[src/rtl/fifo_out_serializer.sv]
// fifo_out_serializer
// Width-down converter: drains IN_WIDTH command words from the output-side
// FIFO and emits them as RATIO narrow beats, least-significant slice first,
// flagging the final beat of each word with m_last. A new word is taken on
// the same cycle the previous word's last beat handshakes, so a continuous
// stream has no bubbles.

module fifo_out_serializer #(
    parameter int IN_WIDTH  = 32,
    parameter int OUT_WIDTH = 8
) (
    input  logic                 clk,
    input  logic                 resetb,
    input  logic                 s_valid,
    output logic                 s_ready,
    input  logic [IN_WIDTH-1:0]  s_data,
    output logic                 m_valid,
    input  logic                 m_ready,
    output logic [OUT_WIDTH-1:0] m_data,
    output logic                 m_last
);

    localparam int RATIO = IN_WIDTH / OUT_WIDTH;
    localparam int CNT_W = (RATIO > 1) ? $clog2(RATIO) : 1;
    localparam logic [CNT_W-1:0] LAST_CNT = CNT_W'(RATIO - 1);

    typedef enum logic {
        IDLE = 1'b0,
        SEND = 1'b1
    } state_t;

    state_t              state;
    logic [IN_WIDTH-1:0] shreg;
    logic [CNT_W-1:0]    beat_cnt;
    logic                last_q;
    logic [CNT_W-1:0]    next_cnt;
    logic                s_hs;

    assign next_cnt = beat_cnt + CNT_W'(1);

    // Outputs come straight from registered state; only s_ready looks at
    // m_ready so the last beat and the next word can handshake together.
    assign m_valid = (state == SEND);
    assign m_data  = shreg[OUT_WIDTH-1:0];
    assign m_last  = last_q;
    assign s_ready = (state == IDLE) | ((state == SEND) & last_q & m_ready);
    assign s_hs    = s_valid & s_ready;

    // Serializer state machine: load a word, shift out one slice per beat
    // handshake, and either reload or fall back to IDLE after the last beat.
    always_ff @(posedge clk or negedge resetb) begin
        if (!resetb) begin
            state    <= IDLE;
            shreg    <= '0;
            beat_cnt <= '0;
            last_q   <= 1'b0;
        end else begin
            case (state)
                IDLE: begin
                    if (s_hs) begin
                        state    <= SEND;
                        shreg    <= s_data;
                        beat_cnt <= '0;
                        last_q   <= (RATIO == 1);
                    end
                end
                SEND: begin
                    if (m_ready) begin
                        if (beat_cnt != LAST_CNT) begin
                            shreg    <= shreg >> OUT_WIDTH;
                            beat_cnt <= next_cnt;
                            last_q   <= (next_cnt == LAST_CNT);
                        end else if (s_valid) begin
                            shreg    <= s_data;
                            beat_cnt <= '0;
                            last_q   <= (RATIO == 1);
                        end else begin
                            state    <= IDLE;
                            shreg    <= '0;
                            beat_cnt <= '0;
                            last_q   <= 1'b0;
                        end
                    end
                end
                default: begin
                    state    <= IDLE;
                    shreg    <= '0;
                    beat_cnt <= '0;
                    last_q   <= 1'b0;
                end
            endcase
        end
    end

endmodule
[config.mk]
export PLATFORM = sky130hd
export DESIGN_NAME = fifo_out_serializer
export DESIGN_NICKNAME = d
export VERILOG_FILES = /design/src/rtl/fifo_out_serializer.sv
export SDC_FILE = /design/constraint.sdc
export NUM_CORES = 1
export LEC_CHECK = 0
export BUFFER_PORTS_ARGS = -buffer_cell sky130_fd_sc_hd__buf_2
export CORE_MARGIN = 4
export CORE_UTILIZATION = 44
export CTS_CLUSTER_SIZE = 30
export DETAILED_ROUTE_END_ITERATION = 16
export HOLD_SLACK_MARGIN = 0.15
export PLACE_DENSITY = 0.68
export SYNTH_ARGS = -nofsm -noshare
export SYNTH_HDL_FRONTEND = slang
export SYNTH_SLANG_ARGS = --single-unit
[constraint.sdc]
create_clock -name clk -period 2.1 [get_ports clk]
set_clock_uncertainty 0.2 [all_clocks]
set_input_delay 0.105 -clock clk [delete_from_list [all_inputs] [get_ports clk]]
set_output_delay 0.105 -clock clk [all_outputs]
set_load 0.03 [all_outputs]
### Word level (Yosys, flattened, before mapping)

Cells that the tools add are included.

* register bits after elaboration: 36
* bits of input ports: 36
* logic and storage cells: 33

* $add $sub $neg: 1
* equal/unequal tests: 4
* multiplexer cells: 18
* bitwise operators: 5
* reduce and logical (&&, ||, !) cells: 1

Operators by type and width (count)
* 2-to-1 mux 32 bit: 4
* one-hot mux 32 bit (2 select lines): 1
* 2-to-1 mux 1 bit: 7
* 2-to-1 mux 2 bit: 3
* inequality test 2 bit, second input constant: 3
* one-hot mux 1 bit (2 select lines): 2
* one-hot mux 2 bit (2 select lines): 1
* AND 1 bit: 3
* adder 2 x 1 -> 2 bit, second input constant: 1
* == test 2 bit, second input constant: 1
* AND reduction 2 bit: 1
* NOT 1 bit: 1
* OR 1 bit: 1

### Longest topological paths before layout

Gate-level depths: netlist of the first run.

* word-level depth: 6
* depth in mapped cells: 6

### Least setup slack after synthesis of the first run

Ideal clock, no wire load.

* kind: flip-flop to flip-flop
* from: register state, in the netlist m_valid
* to: register shreg[24]
* library setup time: 0.121 ns
* data arrival time: 1.480 ns
* data required time: 1.779 ns
* setup slack: 0.299 ns
* cell stages (with the launch flop): 6
* cell sequence: dfrtp_1 -> buf_6 -> mux2_2 -> and2_4 -> buf_6 -> a22o_1

* cells in the longest elaborated chain, start to end: 6
* elaborated cells between the ends (all ways): 9
* those cells by class: eq/ne: 2; mux: 1; bitwise: 5; reduce/logical: 1

RTL lines
* start: declaration: RTL line 32 `state_t state;`
* start signal: assignment: RTL line 53 `state <= IDLE;`
* start signal: assignment: RTL line 61 `state <= SEND;`
* start signal: assignment: RTL line 78 `state <= IDLE;`
* AND 1 bit (2 in series): RTL line 46 `assign s_ready = (state == IDLE) | ((state == SEND) & last_q & m_ready);`
* OR 1 bit: RTL line 46
* AND 1 bit: RTL line 47 `assign s_hs = s_valid & s_ready;`
* inequality test 2 bit (no line)
* AND reduction 2 bit (no line)
* end signal: assignment: RTL line 62 `shreg <= s_data;`
* end signal: assignment: RTL line 70 `shreg <= shreg >> OUT_WIDTH;`
* end signal: assignment: RTL line 74 `shreg <= s_data;`
* end: declaration: RTL line 33 `logic [IN_WIDTH-1:0] shreg;`

Parallel ways exist; a longest one is shown, timed or not.
A chain may end at the register's enable or synchronous reset.

### Final worst setup path of the first run

* from: register beat_cnt[0]
* to: register shreg[16]

* cells in the longest elaborated chain, start to end: 4

RTL lines
* start: declaration: RTL line 34 `logic [CNT_W-1:0] beat_cnt;`
* start signal: assignment: RTL line 71 `beat_cnt <= next_cnt;`
* inequality test 2 bit: RTL line 69 `if (beat_cnt != LAST_CNT) begin`
* 2-to-1 mux 32 bit: RTL line 69
* 2-to-1 mux 32 bit: RTL line 68 `if (m_ready) begin`
* one-hot mux 32 bit (2 select lines): RTL line 58 `case (state)`

Every way passes these cells. The select of a mux whose other input is x is not followed.

==> results of run 1 <==
-- layout by cell type (no fill, tap or decap) --
cell type	n
sky130_fd_sc_hd__a21o_1	1
sky130_fd_sc_hd__nor2b_4	1
sky130_fd_sc_hd__buf_12	1
sky130_fd_sc_hd__clkbuf_1	2
sky130_fd_sc_hd__clkbuf_8	6
sky130_fd_sc_hd__a221oi_1	4
sky130_fd_sc_hd__dlygate4sd3_1	36
sky130_fd_sc_hd__inv_1	2
sky130_fd_sc_hd__mux2i_1	1
sky130_fd_sc_hd__nor2_1	49
sky130_fd_sc_hd__dfrtp_1	36
sky130_fd_sc_hd__a22o_1	10
sky130_fd_sc_hd__a221oi_2	20
sky130_fd_sc_hd__buf_4	7
sky130_fd_sc_hd__mux2i_4	1
sky130_fd_sc_hd__buf_2	46
sky130_fd_sc_hd__a21bo_1	1
sky130_fd_sc_hd__nand2_1	5
sky130_fd_sc_hd__ha_1	2
sky130_fd_sc_hd__and2_4	1
sky130_fd_sc_hd__o21ai_0	1
sky130_fd_sc_hd__mux2_2	2
-- worst max-delay path by stage --
stage,to,cells past startpoint,start
3_5_place_dp,shreg[22]$_DFFE_PN0P_,5,beat_cnt[0]$_DFFE_PN0P_
2_1_floorplan,shreg[24]$_DFFE_PN0P_,5,m_valid$_DFF_PN0_
6_report,shreg[16]$_DFFE_PN0P_,6,beat_cnt[0]$_DFFE_PN0P_
4_1_cts,shreg[27]$_DFFE_PN0P_,6,beat_cnt[0]$_DFFE_PN0P_
3_3_place_gp,shreg[20]$_DFFE_PN0P_,5,beat_cnt[0]$_DFFE_PN0P_
5_1_grt,shreg[0]$_DFFE_PN0P_,6,beat_cnt[0]$_DFFE_PN0P_
-- kinds of logic (layout without fill, tap and decap cells) --
logic type	after synthesis	after routing	share of synthesized area
and+or+nand+nor	56	56	0.121
AOI/OAI and AO/OA	37	37	0.247
DFF	36	36	0.499
buffers and inverters	24	100	0.0942
muxes	4	4	0.0256
adders and majority gates	2	2	0.0139
-- flip-flops by register name (all words and copies together), names as in the netlist --
signal    flops
m_last        1
beat_cnt      2
m_valid       1
shreg        32
-- critical path, delay by kind of cell, from the launching register on --
kind,cells,cell delay [ns]
AOI/OAI and AO/OA,2,0.50
DFF,1,0.38
and+or+nand+nor,1,0.08
buffers and inverters,2,0.41
adders and majority gates,1,0.26
-- through the flow --
stage,power [mW],hold WS [ns]
after global routing,3.05,0.305
after CTS,2.88,0.260
after floorplan,2.13,-0.391
after detailed placement,2.32,0.0329
after global placement,2.26,0.0123
final,2.84,0.232
-- layout make-up --
class	count	area [sq um]
clock buffer	8	90.1
fill	332	1500
inverter	2	7.51
multi-input combinational	99	751
sequential	36	901
tap	50	62.6
timing repair buffer	90	663
-- metal layers --
layer	global-route usage	vias up	part of all wire	wire [um]
met5	0	-	0	0
met4	0.0501	0	0.013	51
met3	0.0429	7	0.058	227
met2	0.290	42	0.46	1810
met1	0.208	670	0.46	1810
li1	-	714	-	-
-- power breakdown --
| part | total [mW] | internal [mW] | switching, mW |
|---|---|---|---|
| combinational | 1.23 | 0.518 | 0.712 |
| clock | 0.490 | 0.267 | 0.222 |
| sequential | 1.12 | 0.956 | 0.168 |
| total | 2.84 | 1.74 | 1.10 |
-- timing repair --
action                                  4_1_cts  5_1_grt
hold buffers                                 36        0
hold endpoints to repair                     72        0
endpoints found under the setup margin        7        0
gates resized for setup                       1        0
==> results by stage, run 1 <==
Floorplan:
- The row count is 23.
- The starting density of the core is 0.455.
- The top-level I/O count is 47.
- The core region is 3970 sq um.
- The height of the die is 72.1 um.
- The floorplan step defined a die boundary enclosing 5190 sq um.
- The die outline width is 72.1 um.

Cells and area:
- The final layout net count is 272.
- The area growth from synthesis to layout is 37.1%.
- With fillers left out, the area of the finished cells amounts to 2470 sq um.
- The fraction of layout instances using a drive strength above 1 is 0.362.
- The utilization of the core after routing is 0.623.
- The number of cells in the finished layout apart from fillers is ~290.
- The repair_antennas step left the layout with diodes totalling 0.

Setup path:
- The endpoint of the lowest-slack register-to-register path is shreg[16]$_DFFE_PN0P_.
- The maximum single-stage delay on the critical path is 0.38 ns.
- The worst register-to-register path has a depth of 6.
- For flop-to-flop paths, the worst setup slack is 0.15 ns.
- For the worst setup path, the data required time is around 2.1 ns.
- The critical path goes through ha_1 > buf_4 > a21bo_1 > buf_4 > a221oi_2 > nor2_1.
- The critical path is of the register to register type.
- The cell seen most often among critical-path stages is sky130_fd_sc_hd__buf_4.
- The worst setup path is launched from a register.
- STA classifies the critical path endpoint as a register.
- The startpoint identified for the worst register-to-register timing path is beat_cnt[0]$_DFFE_PN0P_.
- The master of the slowest instance on the critical path is sky130_fd_sc_hd__dfrtp_1.
- The data arrival time of the critical path is 1.90 ns.
- The maximum fanout count along the critical path is 25.

Run:
- Across the run, the number of max-cap violations was 0.

Synthesis:
- The count of warnings emitted by yosys is 0.
- Of all cell types, the one taking the most synthesized area is sky130_fd_sc_hd__dfrtp_1.
- Summing every instance area after synthesis gives about 1800 sq um.
- The fraction of registers with async set or reset after synthesis is 1.00.
- The synthesized netlist cell count is approximately 160.
- In this run, synthesis produced a sequential element count of 36.
- The number of flops mapped to enable cells by yosys is 0.
- The average size of a mapped cell is 11.4 sq um.
- The commonest cells after synthesis are 49 x sky130_fd_sc_hd__nor2_1, 36 x sky130_fd_sc_hd__dfrtp_1, 20 x sky130_fd_sc_hd__a221oi_2.
- The number of nets in the synthesized netlist is between 150 and 200.
- The number of distinct library cell variants in the gate-level netlist after synthesis is 20.
- The share of synthesized area in the top cell type comes to 0.499.
- In the synthesized netlist the dominant register cell turns out to be sky130_fd_sc_hd__dfrtp_1.
- Yosys instantiated no cell more often than sky130_fd_sc_hd__nor2_1.
- The share of synthesized area occupied by flip-flops and latches is 0.499.
- After synthesis, the cell types taking the most area are sky130_fd_sc_hd__dfrtp_1 50%, sky130_fd_sc_hd__a221oi_2 17%, sky130_fd_sc_hd__nor2_1 10%.

STA:
- Setup violations remaining at the end of the flow were counted as 0.
- The number of max-slew violations in the final report is 0.
- The highest clock rate is 514 MHz.
- The final cycle utilization of the critical path is 0.927.
- The minimum period implied by the final worst setup slack is 1.95 ns.
- At the pin with the least slew margin, the transition time is slightly below 0.8 ns.
- The relative slew slack is 0.485.
- The number of hold-slack violations in the final timing report is 0.
- The final sum of negative setup slack is 0 ns.
- Setup repair after global routing left no endpoint under its margin.
- The post-layout worst setup margin is 0.154 ns.

Place:
- The global placement routability congestion is 0.734.
- Buffers placed on the I/O ports in this run total 46.
- After legalization and detailed placement, the total HPWL measured 2630 um.
- The post-place setup slack is 0.000793 ns.
- Counting tap cells, the placed design contains a total of 241 instances.
- In this run the cell area measured after placement is 2020 sq um.

Global routing:
- The aggregate global-route resource usage is 0.168.
- The number of antenna violations at the first check in global routing came to 0.
- The via count of the first global-routing pass is 1554.
- The first-pass GRT wire length is 6840 um.
- The total grt overflow is 0.
- Entering global routing, the biggest net connects 37 pins.

Routing:
- The initial DRC count is 74.
- For this run, the detailed router's first-pass iteration total came to 4.
- After detailed routing, the number of remaining DRC violations is 0.
- The number of nets with antenna violations after detailed routing is 0.
- Summing over every cut layer, the via total after detailed routing is 1433.
- The via density per instance is 5.03.
- Summed over all layers, the routed wires come to approximately 4000 um.
- In the final routed layout, each cell accounts on average for 13.7 um.

CTS:
- In this run the deepest clock path goes through 2 buffers.
- The deepest level of the CTS H-tree is 2.
- The CTS buffer count is 5.
- The CTS clock-pin slew for the worst setup and hold paths is 0.07 ns.
- The later pin in the worst-skew pair is clocked with a latency of between 0.2 and 0.3 ns.
- The tree is rooted in a sky130_fd_sc_hd__clkbuf_8.
- The post-CTS setup-driven buffer insertion count is 0.
- TritonCTS built the clock tree.
- The CTS sink count is 36.

Min path:
- In this run the worst hold path is classified as input port to async pin.

Pwr:
- The worst-case IR drop observed on VDD is 0.527 mV.
- The total power density per cell area is 1150 nW/um^2.
- Summed over all cells, the static leakage comes to 1.17 nW.

Outcome:
- The flow ran to the end, and the final reports show no timing, DRC or antenna violations.
No activity file was read; power rests on OpenSTA's default activity.
==> run 2: changes to the inputs <==
--- a/config.mk
+++ b/config.mk
@@ -12,6 +12,7 @@
 export DETAILED_ROUTE_END_ITERATION = 16
 export HOLD_SLACK_MARGIN = 0.15
 export PLACE_DENSITY = 0.68
+export SETUP_SLACK_MARGIN = 0.5
 export SYNTH_ARGS = -nofsm -noshare
 export SYNTH_HDL_FRONTEND = slang
 export SYNTH_SLANG_ARGS = --single-unit
==> results by stage, run 2 (synthesis gave the netlist of run 1 again) <==
Setup path:
- The critical path launch point type is a register.
- STA classifies the critical path endpoint as a register.
- The maximum fanout count along the critical path is 8.
- The worst setup slack for register-to-register paths is 0.43 ns.
- At the worst endpoint, the arrival time is 1.64 ns.
- The category of the most critical setup path is register to register.
- The source of the critical timing path is beat_cnt[0]$_DFFE_PN0P_.
- The worst endpoint required time is 2.07 ns.
- The capture point of the critical path is shreg[25]$_DFFE_PN0P_.
- For the worst flop-to-flop path, the logic depth is 5.
- The worst register-to-register path ends at shreg[25]$_DFFE_PN0P_.
- The reg-to-reg startpoint is beat_cnt[0]$_DFFE_PN0P_.

STA:
- The minimum period implied by the final worst setup slack is 1.67 ns.
- Of the available clock period, the critical path in the final layout requires 0.795.
- Setup total negative slack on the finished layout was measured at 0 ns.
- The highest clock rate is 599 MHz.
- The number of max-slew violations in the final report was 0.
- Setup violations remaining at the end of the flow were counted as 0.
- The relative slew slack is 0.476.
- The number of hold-slack violations in the final timing report is 0.
- The measured slew at the worst slew-check pin is approximately 0.79 ns.
- Setup repair after global routing could not meet its margin everywhere.

CTS:
- The CTS buffer count is 5.
- At the later pin of the worst-skew pair, clock insertion delay measures 0.29 ns.
- The clock tree synthesis step divided the H-tree into 2 levels.
- TritonCTS built the clock tree.
- The CTS clock-pin slew for the worst setup and hold paths is ~0.07 ns.
- For this design, the sink count on the clock tree is 36.
- The cell at the root of the clock tree is sky130_fd_sc_hd__clkbuf_8.
- The maximum root-to-sink buffer count is 2.

Global routing:
- The number of antenna violations at the first check in global routing is 0.
- Across every metal layer, demand over resource in global routing totals 0.178.
- For this run the aggregate overflow at the end of global routing stands at 0.
- The first-pass GRT wire length is ~7100 um.
- The via count of the first global-routing pass was 1497.
- Entering global routing, the biggest net connects 37 pins.

Run:
- The reported max-cap violation count is 0.

Routing:
- The routed length per instance is 15.0 um.
- The initial DRC count is 100.
- After detailed routing, the total wire length is ~4300 um.
- The number of nets with antenna violations after detailed routing is 0.
- Using the TritonRoute via totals, the vias-per-cell ratio works out to 5.09.
- The number of vias in the routed layout is 1465.
- The post-route DRC violation count is 0.
- The first-pass detailed-route iteration total is 4.

Floorplan:
- The floorplan step defined a core boundary enclosing ~4000 sq um.
- The initial utilization of the core area, before any placement, comes to 0.455.
- The die is 72.1 um wide.
- The row count is 23.
- The top-level I/O count is 47.
- In this run the vertical extent of the chip is between 70 and 80 um.
- The die covers 5190 sq um.

Cells and area:
- The diode insertion count for antenna repair is 0.
- The area growth from synthesis to layout is 44.6%.
- In the layout the commonest cells are 49 x sky130_fd_sc_hd__nor2_1, 44 x sky130_fd_sc_hd__buf_2, 35 x sky130_fd_sc_hd__dfrtp_1, 35 x sky130_fd_sc_hd__dlygate4sd3_1, 20 x sky130_fd_sc_hd__a221oi_2.
- The final layout net count is 275.
- With fillers left out, the area of the finished cells amounts to 2610 sq um.
- The layout has between 300 and 400 filler cells.
- The register bank with the most flops is shreg.
- The register with the most flip-flops in the layout has 32 of them.
- The fraction of layout instances using a drive strength above 1 is 0.403.
- The largest registers in the layout are shreg (32), beat_cnt (2).
- The library cell used most frequently in the layout, excluding fill and tap cells, is sky130_fd_sc_hd__nor2_1.

Place:
- The cell area after placement is approximately 2000 sq um.
- The congestion estimate from routability-driven global placement came to 0.785.
- The number of buffer cells added on primary ports is 46.

Pwr:
- The share of total power dissipated in combinational logic is 0.452.
- The internal power component is 1.87 mW.
- The proportion of power drawn by flip-flops and latches is 0.373.
- IR analysis of the VDD net gives a maximum drop of 0.461 mV.
- The switching power is 1.19 mW.
- The total power density per cell area is 1170 nW/um^2.
- Of the total power, the share spent switching nets is 0.389.
- Of the total power, the clock network draws 0.175.
- Summed over all cells, the static leakage comes to around 1.2 nW.

Outcome:
- The run finished with clean final reports.

Min path:
- The tightest min-delay check is of the input port to async pin type.
## run 2: changes by cell type in the layout (fill, tap and decap cells not counted), moves of 2 or more
cell,before,now
sky130_fd_sc_hd__a221oi_4,0,3
sky130_fd_sc_hd__buf_2,46,44
sky130_fd_sc_hd__clkbuf_4,0,2
sky130_fd_sc_hd__a221oi_1,4,1
sky130_fd_sc_hd__clkbuf_16,0,2
## run 2: final cells by class
cell class / instances / area, sq um / area share
flip-flops and latches: 36 / 902 / 0.346
well taps: 50 / 62.6 / 0.0240
clock buffers: 8 / 100 / 0.0384
inverters: 2 / 7.51 / 0.00288
repair buffers: 92 / 716 / 0.274
multi-input cells: 100 / 822 / 0.315
## run 2: worst min-delay path by stage
stage	startpoint	slack [ns]	to
4_1_cts	s_valid	0.21	shreg[0]$_DFFE_PN0P_
3_3_place_gp	resetb	0.01	shreg[1]$_DFFE_PN0P_
6_report	resetb	0.23	shreg[2]$_DFFE_PN0P_
2_1_floorplan	resetb	-0.39	beat_cnt[0]$_DFFE_PN0P_
5_1_grt	s_valid	0.25	shreg[18]$_DFFE_PN0P_
3_5_place_dp	resetb	0.04	shreg[2]$_DFFE_PN0P_
## run 2: timing repair
item / 4_1_cts / 5_1_grt
hold buffers: 35 / 0
cloned: 1 / 2
setup buffers: 5 / 0
hold endpoints to repair: 72 / 0
setup endpoints to repair: 32 / 33
gates resized for setup: 4 / 10
## run 2: metrics by stage
| step | total power, mW | util | cells | hold WS, ns | setup slack, ns |
|---|---|---|---|---|---|
| 6_report | 3.06 | 0.657 | 288 | 0.226 | 0.430 |
| 5_1_grt | 3.26 | 0.657 | 288 | 0.253 | 0.384 |
| 4_1_cts | 2.93 | 0.629 | 286 | 0.206 | 0.449 |
| 3_5_place_dp | 2.27 | 0.499 | 237 | 0.0351 | 0.295 |
| 3_3_place_gp | 2.21 | 0.499 | 237 | 0.0140 | 0.346 |
| 2_1_floorplan | 2.14 | - | 159 | -0.391 | 0.420 |
## run 2: worst max-delay path, stage by stage, from the launching register on
cell and delay [ns]:
sky130_fd_sc_hd__dfrtp_1 0.39, sky130_fd_sc_hd__ha_2 0.21, sky130_fd_sc_hd__a21bo_4 0.25, sky130_fd_sc_hd__buf_12 0.15
sky130_fd_sc_hd__and2_4 0.18, sky130_fd_sc_hd__a22o_1 0.18
## run 2: per-layer routing
layer | GRT usage | wire, um | share of wire | up-vias
li1 | - | - | - | 720
met1 | 0.229 | 1850 | 0.43 | 689
met2 | 0.279 | 2100 | 0.49 | 47
met3 | 0.0402 | 244 | 0.057 | 9
met4 | 0.0981 | 111 | 0.026 | 0
met5 | 0 | 0 | 0 | -
## run 2: power groups by stage
stage	Combinational, mW	Clock, mW	Sequential (mW)
2_1_floorplan	1.00	0	1.13
3_3_place_gp	1.07	0	1.14
3_5_place_dp	1.11	0	1.16
4_1_cts	1.24	0.555	1.13
5_1_grt	1.51	0.583	1.17
6_report	1.39	0.535	1.14
==> run 3: changes to the inputs <==
--- a/config.mk
+++ b/config.mk
@@ -11,7 +11,7 @@
 export CTS_CLUSTER_SIZE = 30
 export DETAILED_ROUTE_END_ITERATION = 16
 export HOLD_SLACK_MARGIN = 0.15
-export PLACE_DENSITY = 0.68
+export PLACE_DENSITY = 0.71
 export SETUP_SLACK_MARGIN = 0.5
 export SYNTH_ARGS = -nofsm -noshare
 export SYNTH_HDL_FRONTEND = slang
==> constraint.sdc (replaced) <==
create_clock -name clk -period 1.4 [get_ports clk]
set_clock_uncertainty 0.2 [all_clocks]
set_input_delay 0.07 -clock clk [delete_from_list [all_inputs] [get_ports clk]]
set_output_delay 0.07 -clock clk [all_outputs]
set_load 0.03 [all_outputs]
==> results by stage, run 3 (synthesis gave the netlist of run 1 again) <==
Cells and area:
- The number of flip-flops in the largest register is 32.
- The signed area change from the synthesized netlist to the final layout is 39.1%.
- The library cell used most frequently in the layout, excluding fill and tap cells, is sky130_fd_sc_hd__nor2_1.
- The register bank with the most flops is shreg.
- Of the cells placed in the final design, the portion with a size suffix greater than 1 is 0.521.
- In the final layout, the multi-input gates occupy around 870 sq um.
- The number of cells in the finished layout apart from fillers is ~270.
- Once layout is done, the placed cells without fillers occupy between 2000 and 3000 sq um.
- In the final layout, the registers with the most flip-flops are shreg (32), beat_cnt (2).
- The sequential cells in the finished layout cover a total of 902 sq um.
- In the layout the commonest cells are 49 x sky130_fd_sc_hd__nor2_1, 35 x sky130_fd_sc_hd__dfrtp_1, 35 x sky130_fd_sc_hd__buf_2, 19 x sky130_fd_sc_hd__a221oi_2, 18 x sky130_fd_sc_hd__buf_6.
- The layout has between 300 and 400 filler cells.
- The number of antenna diodes in the final layout is 0.
- For this run, the post-layout net count is 252.

Floorplan:
- The initial utilization of the core area, before any placement, comes to 0.455.
- Measured along the y axis, the die boundary spans 72.1 um.
- The floorplan has 23 rows.
- In this run the horizontal extent of the chip is 72.1 um.
- The floorplan step defined a die boundary enclosing between 5000 and 6000 sq um.
- The area inside the core boundary is 3970 sq um.
- During I/O placement, the number of pins put on the boundary was 47.

STA:
- The number of hold-slack violations in the final timing report is 34.
- The relative slew slack is 0.767.
- Hold timing on the final database bottoms out at a slack of -0.206 ns.
- The total setup violations reported at the end of the flow is 35.
- The number of max-slew violations in the final report is 0.
- Setup repair after global routing could not meet its margin everywhere.
- For the pin with the worst max-slew slack, the measured transition is 0.342 ns.
- The routed design could run at a clock period as short as 1.62 ns.
- Setup total negative slack on the finished layout was measured at -5.62 ns.
- In the finished design, the share of the clock period the worst path needs comes to 1.16.
- Once routing completed, OpenROAD measured the worst setup slack at -0.224 ns.
- Timing would allow up to 616 MHz.

Setup path:
- The data arrival time of the critical path is 1.61 ns.
- The worst endpoint required time is 1.38 ns.
- The master of the slowest instance on the critical path is sky130_fd_sc_hd__dfrtp_1.
- The count of buffering cells on the critical path with inverters included is 1.
- The family of cells with the greatest summed delay on the critical path is compound AO/OA/AOI/OAI gates.
- The worst setup path is captured at a register.
- The worst setup path is launched from a register.
- The category of the most critical setup path is register to register.
- Traced cell by cell, the critical path runs through ha_4 > a21bo_4 > buf_8 > a221oi_4 > nor2_1.
- On the worst path, the slowest cell contributes a delay of 0.41 ns.
- In this run the worst path has a maximum fanout of 7.

CTS:
- The maximum root-to-sink buffer count is 2.
- After clock tree synthesis, the flow added hold-fix buffers numbering 1.
- Clock tree synthesis found a total of 36 sinks.
- Clock-pin slew was measured on the worst setup and hold paths at 0.08 ns.
- The number of clock buffers added by TritonCTS is 5.
- The clock tree from TritonCTS is done.
- The H-tree was split into 2 levels.
- The worst-skew pair later-pin latency is 0.29 ns.
- The cell sitting at the root of the clock tree is a sky130_fd_sc_hd__clkbuf_8.

Place:
- The number of buffer cells added on primary ports is between 40 and 50.
- Detailed placement finished with a half-perimeter wire length of 2590 um.
- Including well taps, the total number of placed cells is ~250.
- The congestion estimate from routability-driven global placement came to 0.766.
- The cell area after placement is 2130 sq um.

Global routing:
- The total overflow left after global routing is 0.
- The via count of the first global-routing pass is 1358.
- The aggregate global-route resource usage is 0.155.
- Entering global routing, the biggest net connects 37 pins.
- The first global-routing pass estimated between 6000 and 7000 um of wire.
- The number of antenna violations at the first check in global routing is 0.

Routing:
- The post-route DRC violation count is 0.
- The number of nets with antenna violations after detailed routing is 0.
- For this block, the routed nets add up to 3920 um of wire.
- Dividing the detail-routed wire length by the instance count gives 14.8 um.
- The final route contains 1349 vias.
- The first detailed-routing pass took 4 iterations.
- The via density per instance is 5.09.
- The initial DRC count is between 40 and 50.

Pwr:
- The total power of the final layout is 4.88 mW.
- Power spread over the standard cell area amounts to 1940 nW/um^2.
- For this design the static power due to leakage is 1.17 nW.
- The worst-case IR drop observed on VDD is 0.803 mV.

Min path:
- The tightest min-delay check is of the input port to register type.

Outcome:
- The flow ran to the end, but the final reports show violations.
- The final reports fail on hold timing, setup timing.

Run:
- The reported max-cap violation count is 0.
## run 3: cell types whose count changed in the layout (fill, tap and decap cells not counted), sizes merged
| cell | delta |
|---|---|
| clkinv | +3 |
| mux2 | -1 |
| dlygate4sd3 | -34 |
| clkbuf | -6 |
| buf | +15 |
## run 3: timing repair
action | in CTS | in global routing
resized for setup | 37 | 11
endpoints found under the hold margin | 72 | 72
pin swaps | 4 | 6
gates cloned | 0 | 1
endpoints found under the setup margin | 47 | 47
setup buffers | 4 | 2
## run 3: final timing paths
check | start | endpoint | slack (ns) | cells after the start
hold / removal | s_data[30] | shreg[30]$_DFFE_PN0P_ | -0.21 | 2
setup reg to reg | beat_cnt[1]$_DFFE_PN0P_ | shreg[2]$_DFFE_PN0P_ | -0.22 | 5
setup / recovery | beat_cnt[1]$_DFFE_PN0P_ | shreg[2]$_DFFE_PN0P_ | -0.22 | 5
hold reg to reg | shreg[28]$_DFFE_PN0P_ | shreg[28]$_DFFE_PN0P_ | 0.33 | 1
min in group asynchronous | resetb | shreg[2]$_DFFE_PN0P_ | 0.06 | 3
max in group asynchronous | resetb | m_valid$_DFF_PN0_ | 0.74 | 3
## run 3: per-stage QoR
stage	util	setup slack, ns
after floorplan	-	-0.280
after global placement	0.537	-0.195
after detailed placement	0.537	-0.241
after CTS	0.600	-0.186
after global routing	0.632	-0.268
final	0.632	-0.224
## run 3: layout make-up
| cell class | instances | area share |
|---|---|---|
| sequential | 36 | 0.359 |
| multi-input combinational | 99 | 0.346 |
| timing repair buffer | 70 | 0.232 |
| clock buffer | 5 | 0.0274 |
| tap | 50 | 0.0249 |
| clock inverter | 3 | 0.00747 |
| inverter | 2 | 0.00299 |
## run 3: layer usage
layer | up-vias | global-route usage | wire length [um]
li1 | 671 | - | -
met1 | 631 | 0.196 | 1770
met2 | 43 | 0.237 | 1820
met3 | 4 | 0.0623 | 267
met4 | 0 | 0.0626 | 53
met5 | - | 0 | 0
## run 3: report_power, final
group	switching [mW]	total, mW	internal [mW]	leakage, nW
Clock	0.379	0.725	0.346	0.0479
Combinational	1.18	2.38	1.20	0.685
Sequential	0.330	1.77	1.44	0.436
Total	1.89	4.88	2.98	1.17
